[config.mk]
export PLATFORM = sky130hd
export DESIGN_NAME = frac_stride_downsampler
export DESIGN_NICKNAME = d
export VERILOG_FILES = /design/src/rtl/frac_ds_pkg.sv /design/src/rtl/ds_axis_sel.sv /design/src/rtl/frac_stride_downsampler.sv
export SDC_FILE = /design/constraint.sdc
export NUM_CORES = 1
export LEC_CHECK = 0
export CORE_ASPECT_RATIO = 1.25
export CORE_MARGIN = 10
export CORE_UTILIZATION = 40
export DETAILED_ROUTE_END_ITERATION = 8
export PLACE_DENSITY = 0.65
export SLEW_MARGIN = 20
export SYNTH_ARGS = -nofsm -noshare
export SYNTH_HDL_FRONTEND = slang
export SYNTH_SLANG_ARGS = --single-unit
[constraint.sdc]
create_clock -name clk -period 5.4 [get_ports clk]
set_clock_uncertainty 0.2 [all_clocks]
set_input_delay 0.81 -clock clk [delete_from_list [all_inputs] [get_ports clk]]
set_output_delay 0.81 -clock clk [all_outputs]
set_load 0.01 [all_outputs]
[src/rtl/frac_ds_pkg.sv]
// Shared types and Q8.8 helpers for the fractional-stride downsampler.
// DS_ROUND_EN selects round-half-up target indices instead of floor.
package frac_ds_pkg;

  typedef enum logic [1:0] {IDLE, RUN, DRAIN} state_e;

  localparam int unsigned ONE_Q8_8  = 256;
  localparam int unsigned HALF_Q8_8 = 128;

  function automatic logic [31:0] q88_target(input logic [31:0] acc);
`ifdef DS_ROUND_EN
    return (acc + HALF_Q8_8) >> 8;
`else
    return acc >> 8;
`endif
  endfunction

endpackage

[src/rtl/ds_axis_sel.sv]
// One axis of the downsampler: input index wrap counter, Q8.8 target
// accumulator and emitted-output counter, with the index==target compare.
module ds_axis_sel
  import frac_ds_pkg::*;
#(
  parameter int IDXW = 6,
  parameter int SW   = 16
) (
  input  logic            clk,
  input  logic            rst_n,
  input  logic            clr_i,
  input  logic            step_i,
  input  logic            adv_i,
  input  logic            rst_acc_i,
  input  logic [IDXW:0]   lim_i,
  input  logic [SW-1:0]   stride_i,
  output logic            last_o,
  output logic            hit_o,
  output logic [IDXW:0]   ocnt_o
);

  localparam int AW = IDXW + 9;
  localparam logic [AW-1:0] AMAX = {AW{1'b1}};

  logic [IDXW-1:0] idx_q, idx_d;
  logic [AW-1:0]   acc_q, acc_d;
  logic [IDXW:0]   ocnt_q, ocnt_d;
  logic [31:0]     sum;

  assign last_o = ({1'b0, idx_q} == (lim_i - 1'b1));
  assign hit_o  = (q88_target(32'(acc_q)) == 32'(idx_q));
  assign ocnt_o = ocnt_q;

  // Saturate so a huge stride cannot wrap back into a reachable target.
  assign sum = 32'(acc_q) + 32'(stride_i);

  always_comb begin
    idx_d  = idx_q;
    acc_d  = acc_q;
    ocnt_d = ocnt_q;
    if (step_i) idx_d = last_o ? '0 : idx_q + 1'b1;
    if (adv_i) begin
      acc_d  = (sum > 32'(AMAX)) ? AMAX : AW'(sum);
      ocnt_d = ocnt_q + 1'b1;
    end
    if (rst_acc_i) begin
      acc_d  = '0;
      ocnt_d = '0;
    end
    if (clr_i) begin
      idx_d  = '0;
      acc_d  = '0;
      ocnt_d = '0;
    end
  end

  always_ff @(posedge clk) begin
    if (!rst_n) begin
      idx_q  <= '0;
      acc_q  <= '0;
      ocnt_q <= '0;
    end else begin
      idx_q  <= idx_d;
      acc_q  <= acc_d;
      ocnt_q <= ocnt_d;
    end
  end

endmodule

[src/rtl/frac_stride_downsampler.sv]
// Streaming nearest-neighbour fractional-stride downsampler, square raster.
// Define DS_ROUND_EN for round-half-up index selection (see frac_ds_pkg).
module frac_stride_downsampler
  import frac_ds_pkg::*;
#(
  parameter int DW    = 8,
  parameter int CH    = 1,
  parameter int MAX_H = 64,
  parameter int IDXW  = $clog2(MAX_H),
  parameter int SW    = 16
) (
  input  logic               clk,
  input  logic               rst_n,
  input  logic               start,
  input  logic [SW-1:0]      cfg_stride_q8_8,
  input  logic [IDXW:0]      cfg_hin,
  input  logic [IDXW:0]      cfg_hout,
  input  logic               in_valid,
  output logic               in_ready,
  input  logic [CH*DW-1:0]   in_data,
  output logic               out_valid,
  input  logic               out_ready,
  output logic [CH*DW-1:0]   out_data,
  output logic               out_last,
  output logic               busy,
  output logic               done,
  output logic               cfg_err,
  output logic               ovf
);

  localparam logic [IDXW:0] MAXH_V = (IDXW + 1)'(MAX_H);

  state_e             state_q;
  logic [SW-1:0]      stride_q;
  logic [IDXW:0]      hin_q, hout_q;
  logic               out_valid_q, out_last_q, done_q, cfg_err_q, ovf_q, short_q;
  logic [CH*DW-1:0]   out_data_q;

  logic          cfg_ok, launch, beat, sel, row_end, row_adv, row_short, frame_end;
  logic          x_last, x_hit, y_last, y_hit;
  logic [IDXW:0] ox, oy, ox_after, oy_after;

  assign cfg_ok = (cfg_stride_q8_8 >= SW'(ONE_Q8_8)) && (cfg_hin != '0) &&
                  (cfg_hout != '0) && (cfg_hin <= MAXH_V) &&
                  (cfg_hout <= MAXH_V) && (cfg_hout <= cfg_hin);
  assign launch = start && (state_q == IDLE) && cfg_ok;

  assign in_ready  = (state_q == RUN) && (!out_valid_q || out_ready);
  assign beat      = in_valid && in_ready;
  assign sel       = beat && x_hit && y_hit && (ox < hout_q) && (oy < hout_q);
  assign row_end   = beat && x_last;
  assign row_adv   = row_end && y_hit && (oy < hout_q);
  assign frame_end = row_end && y_last;

  // Row shortfall must include a pixel selected on the row's final beat.
  assign ox_after  = ox + {{IDXW{1'b0}}, sel};
  assign oy_after  = oy + {{IDXW{1'b0}}, row_adv};
  assign row_short = row_adv && (ox_after < hout_q);

  ds_axis_sel #(.IDXW(IDXW), .SW(SW)) u_x (
    .clk       (clk),
    .rst_n     (rst_n),
    .clr_i     (launch),
    .step_i    (beat),
    .adv_i     (sel),
    .rst_acc_i (row_end),
    .lim_i     (hin_q),
    .stride_i  (stride_q),
    .last_o    (x_last),
    .hit_o     (x_hit),
    .ocnt_o    (ox)
  );

  ds_axis_sel #(.IDXW(IDXW), .SW(SW)) u_y (
    .clk       (clk),
    .rst_n     (rst_n),
    .clr_i     (launch),
    .step_i    (row_end),
    .adv_i     (row_adv),
    .rst_acc_i (1'b0),
    .lim_i     (hin_q),
    .stride_i  (stride_q),
    .last_o    (y_last),
    .hit_o     (y_hit),
    .ocnt_o    (oy)
  );

  always_ff @(posedge clk) begin
    if (!rst_n) begin
      state_q     <= IDLE;
      stride_q    <= '0;
      hin_q       <= '0;
      hout_q      <= '0;
      out_valid_q <= 1'b0;
      out_data_q  <= '0;
      out_last_q  <= 1'b0;
      done_q      <= 1'b0;
      cfg_err_q   <= 1'b0;
      ovf_q       <= 1'b0;
      short_q     <= 1'b0;
    end else begin
      done_q    <= 1'b0;
      cfg_err_q <= 1'b0;
      if (sel) begin
        out_valid_q <= 1'b1;
        out_data_q  <= in_data;
        out_last_q  <= (ox == hout_q - 1'b1) && (oy == hout_q - 1'b1);
      end else if (out_ready) begin
        out_valid_q <= 1'b0;
        out_last_q  <= 1'b0;
      end
      case (state_q)
        IDLE: begin
          if (start) begin
            if (cfg_ok) begin
              stride_q <= cfg_stride_q8_8;
              hin_q    <= cfg_hin;
              hout_q   <= cfg_hout;
              ovf_q    <= 1'b0;
              short_q  <= 1'b0;
              state_q  <= RUN;
            end else begin
              cfg_err_q <= 1'b1;
            end
          end
        end
        RUN: begin
          if (row_short) short_q <= 1'b1;
          if (frame_end) begin
            ovf_q   <= short_q || row_short || (oy_after < hout_q);
            state_q <= DRAIN;
          end
        end
        DRAIN: begin
          if (!out_valid_q || out_ready) begin
            done_q  <= 1'b1;
            state_q <= IDLE;
          end
        end
        default: state_q <= IDLE;
      endcase
    end
  end

  assign out_valid = out_valid_q;
  assign out_data  = out_data_q;
  assign out_last  = out_last_q;
  assign busy      = (state_q != IDLE);
  assign done      = done_q;
  assign cfg_err   = cfg_err_q;
  assign ovf       = ovf_q;

endmodule

==> results of run 1 <==
cells by family (layout without fill, tap and decap cells):
family	Yosys count	count (layout)	share of synthesized area [%]
and+or+nand+nor	244	244	18.5
AOI/OAI and AO/OA	153	153	16.8
buffers and inverters	61	106	4.45
adders and majority gates	75	75	14.1
DFF	102	102	30.1
muxes	27	27	4.00
xor gates and xnor gates	92	92	12.1
cells in the mapped netlist, types with 3 or more instances:
| cell | instances | share of area (%) |
|---|---|---|
| sky130_fd_sc_hd__a211o_1 | 4 | 0.52 |
| sky130_fd_sc_hd__a211oi_1 | 4 | 0.44 |
| sky130_fd_sc_hd__a21o_1 | 14 | 1.5 |
| sky130_fd_sc_hd__a21oi_1 | 52 | 3.8 |
| sky130_fd_sc_hd__and2_1 | 3 | 0.28 |
| sky130_fd_sc_hd__and3_1 | 9 | 0.83 |
| sky130_fd_sc_hd__buf_2 | 9 | 0.66 |
| sky130_fd_sc_hd__buf_4 | 4 | 0.44 |
| sky130_fd_sc_hd__buf_6 | 4 | 0.66 |
| sky130_fd_sc_hd__clkbuf_1 | 14 | 0.77 |
| sky130_fd_sc_hd__dfxtp_1 | 102 | 30 |
| sky130_fd_sc_hd__ha_1 | 73 | 13 |
| sky130_fd_sc_hd__inv_1 | 28 | 1.5 |
| sky130_fd_sc_hd__mux2i_1 | 26 | 3.8 |
| sky130_fd_sc_hd__nand2_1 | 57 | 3.2 |
| sky130_fd_sc_hd__nand2b_1 | 4 | 0.37 |
| sky130_fd_sc_hd__nand3_1 | 26 | 1.9 |
| sky130_fd_sc_hd__nand4_1 | 16 | 1.5 |
| sky130_fd_sc_hd__nor2_1 | 69 | 3.8 |
| sky130_fd_sc_hd__nor2b_1 | 7 | 0.65 |
| sky130_fd_sc_hd__nor3_1 | 16 | 1.2 |
| sky130_fd_sc_hd__nor3b_1 | 3 | 0.33 |
| sky130_fd_sc_hd__nor4_1 | 5 | 0.46 |
| sky130_fd_sc_hd__o2111ai_1 | 3 | 0.39 |
| sky130_fd_sc_hd__o211ai_1 | 5 | 0.55 |
| sky130_fd_sc_hd__o21a_1 | 6 | 0.66 |
| sky130_fd_sc_hd__o21ai_0 | 8 | 0.59 |
| sky130_fd_sc_hd__o21ai_1 | 3 | 0.22 |
| sky130_fd_sc_hd__o21bai_1 | 7 | 0.77 |
| sky130_fd_sc_hd__o221a_1 | 10 | 1.7 |
| sky130_fd_sc_hd__o221a_2 | 19 | 3.2 |
| sky130_fd_sc_hd__or2_2 | 3 | 0.28 |
| sky130_fd_sc_hd__or3_1 | 6 | 0.55 |
| sky130_fd_sc_hd__or4_1 | 3 | 0.33 |
| sky130_fd_sc_hd__xnor2_1 | 49 | 6.3 |
| sky130_fd_sc_hd__xor2_1 | 42 | 5.4 |
where the power goes:
part / internal, mW / switching (mW)
clock network: 0.372 / 0.290
logic: 0.0872 / 0.0973
registers: 0.761 / 0.0124
registers in the layout, indices dropped and copies added (netlist names):
signal,count
u_y.idx_q,6
out_last,1
u_x.idx_q,6
u_x.ocnt_o,7
out_valid,1
u_y.ocnt_o,7
short_q,1
stride_q,16
ovf,1
cfg_err,1
u_x.acc_q,15
state_q,2
hin_q,7
out_data,8
done,1
u_y.acc_q,15
hout_q,7
metrics by stage:
step	utilization, %	hold slack, ps	power [mW]	cells	worst slack (ps)
floorplan	-	230	0.907	754	1380
global placement	44.7	252	0.974	1003	842
detailed placement	44.7	257	0.975	1003	773
CTS	46.5	270	1.64	1019	1140
global route	46.5	306	1.68	1019	792
finish	46.5	270	1.62	1019	1130
worst max-delay path, delay by kind of cell:
family	cells	cell delay, ps
and+or+nand+nor	5	1230
AOI/OAI and AO/OA	7	1080
adders and majority gates	3	740
buffers and inverters	1	500
how the worst max path moves through the flow:
stage / start / endpoint / slack (ps) / depth (start not counted)
after floorplan: hin_q[0] / ovf / 1380 / 19
after global placement: out_ready / ovf / 840 / 16
after detailed placement: out_ready / ovf / 770 / 16
after CTS: out_ready / ovf / 1140 / 16
after global routing: out_ready / ovf / 790 / 16
final: out_ready / ovf / 1130 / 16
metal layers:
layer  vias up  routed length, µm  GRT usage, %
met1      2567               7410          17.8
li1       2811                  -             -
met2        86               8320          26.0
met5         -                  0             0
met3        13                788          3.18
met4         0                192          3.83
cell usage in the layout, fill, tap and decap left out, drive strengths merged, types with 5 or more instances in the layout:
master,count
and3,9
xnor2,49
inv,29
a21oi,54
clkbuf,11
nor2b,7
o21bai,7
xor2,42
mux2i,26
nand4,18
nor3,20
clkdlybuf4s50,57
nand3,26
nor4,7
and2,5
ha,73
a21o,14
o211ai,5
o21a,6
o221a,29
nand2,57
dfxtp,102
o21ai,11
nor2,69
or3,6
a211oi,5
area by class of cell:
type	count	area [µm²]
clock buffers	11	243
clock inverters	5	58.8
fillers	1624	8940
inverters	29	109
multi-input cells	591	4440
flip-flops and latches	102	2040
well taps	220	275
repair buffers	61	601
==> impl_metrics.env, run 1 <==
export IMPL_outcome="finished, final reports clean"
export IMPL_post_dp_hpwl_mm=12.6
export IMPL_max_clock_path_buffers=2
export IMPL_cells_along_the_critical_path="clkdlybuf4s50_1 > nand2b_1 > nand3_1 > nor4_2 > nand4_2 > nor3_4 > ha_1 > ha_1 > ha_1 > a21o_1 > a21o_1 > a211o_1 > o2111ai_1 > a21o_1 > o211ai_1 > o21ai_0"
export IMPL_instance_count_of_the_mapped_netlist=754
export IMPL_worstSetupEndpointType="flip-flop"
export IMPL_ys_warn_count=0
export IMPL_finalSetupTns_ps=0
export IMPL_synth_enable_flop_cells=0
export IMPL_fp_coreArea_mm2=0.0167
export IMPL_final_period_minus_worst_setup_slack_ps=4270
export IMPL_cts_made_buffers=9
export IMPL_place_area_mm2=0.00747
export IMPL_postSynthNetCount=872
export IMPL_initial_utilization_pct=40.6
export IMPL_cts_tree="yes"
export IMPL_hold_path_startpoint="state_q[1]"
export IMPL_timing_fmax_mhz=234
export IMPL_clock_sinks=102
export IMPL_hold_path_class="reg2reg"
export IMPL_fp_dieH_um=166
export IMPL_post_route_period_util_pct=79.1
export IMPL_critPathMaxStageDelay_ps=500
export IMPL_dieArea_mm2=0.0226
export IMPL_regToRegStartpoint="hout_q[6]"
export IMPL_timing_critical_path_slowest_stage_cell="sky130_fd_sc_hd__clkdlybuf4s50_1"
export IMPL_drc_errors=0
export IMPL_cts_resized=0
export IMPL_crit_fanout=9
export IMPL_dr_first_iter_drc_count=225
export IMPL_n_antenna_cell=0
export IMPL_grt_start_max_net_pins=46
export IMPL_hold_depth=1
export IMPL_cts_reportedPaths_clkPinSlew_ps=70
export IMPL_timing_final_max_slew_violations=0
export IMPL_dieWidth_um=136
export IMPL_detail_route_vias_per_cell=5.37
export IMPL_post_route_cells_drive_above_1_share_pct=7.63
export IMPL_cp_start_kind="primary input"
export IMPL_syn_cell_area_mm2=0.00678
export IMPL_count_of_h_tree_levels_built_during_cts=3
export IMPL_hold_viol_final=0
export IMPL_maxCapViolCount=0
export IMPL_routed_via_count=5477
export IMPL_worstSkewPairLatency_ps=360
export IMPL_post_drt_wl_per_cell_um=16.4
export IMPL_timing_max_slew_rel_slack_pct=41.9
export IMPL_critical_path_arrival_ps=4360
export IMPL_number_of_distinct_standard_cells_referenced_by_the_synthesized_netlist=66
export IMPL_holdBufCountCts=0
export IMPL_detail_route_first_pass_iterations=4
export IMPL_root_buffer="sky130_fd_sc_hd__clkbuf_16"
export IMPL_gp_congestion=0.825
export IMPL_powerDensity_mw_per_mm2=208
export IMPL_fraction_of_the_yosys_area_taken_by_sequential_cells_pct=30.1
export IMPL_floorplan_rows=53
export IMPL_synth_seq_cells=102
export IMPL_io_pins=58
export IMPL_regToRegSetupSlack_ps=1290
export IMPL_setup_violations=0
export IMPL_cellLeakagePower_nw=3.21
export IMPL_routed_wire_length_mm=16.7
export IMPL_critical_path_class="in2reg"
export IMPL_yosys_most_used_dff="sky130_fd_sc_hd__dfxtp_1"
export IMPL_rsz_0062_raised_after_global_routing="no"
export IMPL_post_cts_setup_buffer_count=0
export IMPL_worst_voltage_drop_across_the_vdd_grid_mv=0.170
export IMPL_reg2reg_to="ovf"
export IMPL_r2r_worst_path_depth=15
export IMPL_final_instance_area_mm2=0.00777
export IMPL_grt_overflow_total=0
export IMPL_grt_pass1_wl_mm=27.1
export IMPL_synth_async_reset_ratio_pct=0
export IMPL_min_to="state_q[0]"
export IMPL_syn_area_per_cell_um2=8.99
export IMPL_io_buffers=57
export IMPL_first_global_vias=5344
export IMPL_ant_nets=0
export IMPL_cp_required_ps=5490
export IMPL_grt_use_total_pct=14.8
export IMPL_nNetsFinal=912
export IMPL_timing_worst_slew_pin_value_ps=870
export IMPL_areaGrowthSynthToFinish_pct=14.6
export IMPL_antenna_found_initial=0
Note: power is estimated with default switching activity, not from simulation.
==> run 2: changes to the inputs <==
--- a/config.mk
+++ b/config.mk
@@ -9,7 +9,7 @@
 export CORE_MARGIN = 10
 export CORE_UTILIZATION = 40
 export DETAILED_ROUTE_END_ITERATION = 8
-export PLACE_DENSITY = 0.65
+export PLACE_DENSITY = 0.67
 export SLEW_MARGIN = 20
 export SYNTH_ARGS = -nofsm -noshare
 export SYNTH_HDL_FRONTEND = slang
==> constraint.sdc (replaced) <==
create_clock -name clk -period 3.4 [get_ports clk]
set_clock_uncertainty 0.2 [all_clocks]
set_input_delay 0.51 -clock clk [delete_from_list [all_inputs] [get_ports clk]]
set_output_delay 0.51 -clock clk [all_outputs]
set_load 0.01 [all_outputs]
==> run 2 against run 1 <==
Critical path depth is 1 higher. Power is 68% higher. Sequential share of layout area decreased by 2.5 points. Utilization grew 5.0 points. Critical endpoint unchanged. Sequential power grew 59%. Die area stayed put. Flip-flop and latch count stayed put. First-iteration DRC count rose by 97%. Register-to-register slack got worse by 1400 ps. Cell count increased by 7.2%. The flow now finishes with violations (setup timing). Via count grew 7.5%.
==> impl_metrics.env, run 2 (same netlist as run 1, synthesis figures left out) <==
export IMPL_detail_route_first_pass_iterations=4
export IMPL_timing_max_slew_rel_slack_pct=60.3
export IMPL_routed_via_count=5889
export IMPL_multi_input_gate_area_mm2=0.00464
export IMPL_cts_made_buffers=9
export IMPL_reg2reg_to="ovf"
export IMPL_regToRegStartpoint="hin_q[0]"
export IMPL_gp_congestion=0.914
export IMPL_hold_path_startpoint="ovf"
export IMPL_cts_reportedPaths_clkPinSlew_ps=70
export IMPL_grt_start_max_net_pins=39
export IMPL_fp_coreArea_mm2=0.0167
export IMPL_hold_path_class="reg2reg"
export IMPL_cp_required_ps=3490
export IMPL_outcome="finished, violations left"
export IMPL_post_drt_wl_per_cell_um=16.7
export IMPL_root_buffer="sky130_fd_sc_hd__clkbuf_16"
export IMPL_clock_sinks=102
export IMPL_cts_tree="yes"
export IMPL_critical_path_arrival_ps=3640
export IMPL_io_buffers=57
export IMPL_ant_nets=0
export IMPL_rsz_0062_raised_after_global_routing="yes"
export IMPL_post_dp_hpwl_mm=13.9
export IMPL_n_antenna_cell=0
export IMPL_initial_utilization_pct=40.6
export IMPL_timing_final_max_slew_violations=0
export IMPL_grt_pass1_wl_mm=29.6
export IMPL_critPathMaxStageDelay_ps=370
export IMPL_registers_top_by_ff_count="stride_q"
export IMPL_grt_overflow_total=0
export IMPL_critical_path_class="reg2reg"
export IMPL_floorplan_rows=53
export IMPL_fp_dieH_um=166
export IMPL_worstSkewPairLatency_ps=360
export IMPL_areaGrowthSynthToFinish_pct=27.0
export IMPL_layout_filler_cells=1522
export IMPL_cp_start_kind="flip-flop"
export IMPL_routed_wire_length_mm=18.3
export IMPL_hold_slack_ps=263
export IMPL_timing_fmax_mhz=282
export IMPL_utilization_pct=51.5
export IMPL_post_route_cells_drive_above_1_share_pct=19.0
export IMPL_final_cell_mix="98 x sky130_fd_sc_hd__dfxtp_1, 73 x sky130_fd_sc_hd__buf_4, 69 x sky130_fd_sc_hd__nor2_1"
export IMPL_first_global_vias=5897
export IMPL_critical_path_top_cell_by_count="sky130_fd_sc_hd__ha_4"
export IMPL_io_pins=58
export IMPL_cells_along_the_critical_path="inv_4 > ha_4 > xor2_1 > nand2_1 > nor4_2 > nand4_2 > nor3_4 > ha_4 > ha_4 > ha_4 > a21o_1 > a21o_1 > a211o_1 > o2111ai_1 > a21o_1 > o211ai_1 > o21ai_1"
export IMPL_detail_route_vias_per_cell=5.39
export IMPL_timing_critical_path_slowest_stage_cell="sky130_fd_sc_hd__dfxtp_1"
export IMPL_hold_depth=2
export IMPL_worst_voltage_drop_across_the_vdd_grid_mv=0.235
export IMPL_final_setup_worst_slack_ps=-148
export IMPL_count_of_h_tree_levels_built_during_cts=3
export IMPL_nNetsFinal=986
export IMPL_place_area_mm2=0.00808
export IMPL_timing_worst_slew_pin_value_ps=594
export IMPL_regToRegSetupSlack_ps=-150
export IMPL_cpLargestDelayFamily="compound AO/OA/AOI/OAI gates"
export IMPL_max_clock_path_buffers=2
export IMPL_antenna_found_initial=0
export IMPL_setup_violations=2
export IMPL_final_seq_area_mm2=0.00205
export IMPL_reg_top3="stride_q: 16 flops, u_x.acc_q: 15 flops, u_y.acc_q: 15 flops"
export IMPL_grt_use_total_pct=16.4
export IMPL_hold_viol_final=0
export IMPL_final_common_cell="sky130_fd_sc_hd__dfxtp_1"
export IMPL_dieWidth_um=136
export IMPL_final_instance_area_mm2=0.00861
export IMPL_r2r_worst_path_depth=17
export IMPL_min_to="ovf"
export IMPL_final_period_minus_worst_setup_slack_ps=3550
export IMPL_largest_register_ffs=16
export IMPL_drc_errors=0
export IMPL_worstSetupEndpointType="flip-flop"
export IMPL_crit_fanout=2
export IMPL_sum_of_internal_switching_and_leakage_power_mw=2.72
export IMPL_cellLeakagePower_nw=3.65
export IMPL_violations="setup timing"
export IMPL_dr_first_iter_drc_count=443
export IMPL_post_route_period_util_pct=104
export IMPL_powerDensity_mw_per_mm2=316
export IMPL_maxCapViolCount=0
export IMPL_dieArea_mm2=0.0226
export IMPL_buffers_plus_inverters_on_the_worst_setup_path=1
-- run 2: cell count changes in the layout (fill, tap and decap cells not counted), moves of 4 or more --
cell / previous run / this run
sky130_fd_sc_hd__buf_4: 4 / 73
sky130_fd_sc_hd__ha_1: 73 / 61
sky130_fd_sc_hd__ha_4: 0 / 9
sky130_fd_sc_hd__inv_1: 28 / 23
sky130_fd_sc_hd__a21oi_1: 52 / 48
sky130_fd_sc_hd__a21oi_2: 2 / 6
sky130_fd_sc_hd__buf_12: 0 / 4
sky130_fd_sc_hd__dfxtp_1: 102 / 98
sky130_fd_sc_hd__dfxtp_2: 0 / 4
-- run 2: power by group --
part | switching, mW | leakage, nW | internal (mW)
Clock | 0.456 | 0.161 | 0.679
Combinational | 0.179 | 2.66 | 0.182
Sequential | 0.0176 | 0.825 | 1.21
Total | 0.652 | 3.65 | 2.07
-- run 2: final cells by class --
type                            instances  area share, %
Inverter                               29           1.35
Multi-Input combinational cell        591           53.9
Clock inverter                          4          0.813
Tap cell                              220           3.20
Timing Repair Buffer                  135           14.0
Sequential cell                       102           23.8
Clock buffer                           11           2.93
-- run 2: worst max-delay path by stage --
stage,startpoint,to,slack (ps),depth (start not counted)
2_1_floorplan,hin_q[0],ovf,-260,19
3_3_place_gp,out_ready,ovf,-530,16
3_5_place_dp,out_ready,ovf,-690,16
4_1_cts,hout_q[6],short_q,-180,17
5_1_grt,hout_q[1],ovf,-350,18
6_report,hin_q[0],ovf,-150,17
-- run 2: what timing repair did --
action / 4_1_cts / 5_1_grt
hold buffers: 0 / 0
resized for setup: 24 / 8
setup endpoints to repair: 2 / 16
pin swaps: 22 / 20
setup buffers: 7 / 1
-- run 2: worst reg2reg max path, stage by stage, from the launching register on --
cell and delay, ps:
sky130_fd_sc_hd__dfxtp_1 370, sky130_fd_sc_hd__inv_4 40, sky130_fd_sc_hd__ha_4 270, sky130_fd_sc_hd__xor2_1 140, sky130_fd_sc_hd__nand2_1 100, sky130_fd_sc_hd__nor4_2 290, sky130_fd_sc_hd__nand4_2 170, sky130_fd_sc_hd__nor3_4 290
sky130_fd_sc_hd__ha_4 200, sky130_fd_sc_hd__ha_4 210, sky130_fd_sc_hd__ha_4 220, sky130_fd_sc_hd__a21o_1 150, sky130_fd_sc_hd__a21o_1 150, sky130_fd_sc_hd__a211o_1 260, sky130_fd_sc_hd__o2111ai_1 80, sky130_fd_sc_hd__a21o_1 140
sky130_fd_sc_hd__o211ai_1 80, sky130_fd_sc_hd__o21ai_1 130
-- run 2: per-stage QoR --
step	std cells	setup WS [ps]	setup TNS, ps
after floorplan	754	-264	-264
after global placement	1069	-533	-942
after detailed placement	1069	-693	-1260
after CTS	1091	-178	-337
after global routing	1092	-349	-668
final	1092	-148	-287
-- run 2: routing by layer --
metal	vias up	track usage [%]	routed length (µm)
li1	2966	-	-
met1	2745	18.5	7670
met2	130	28.0	8850
met3	48	3.90	980
met4	0	8.73	765
met5	-	0	0
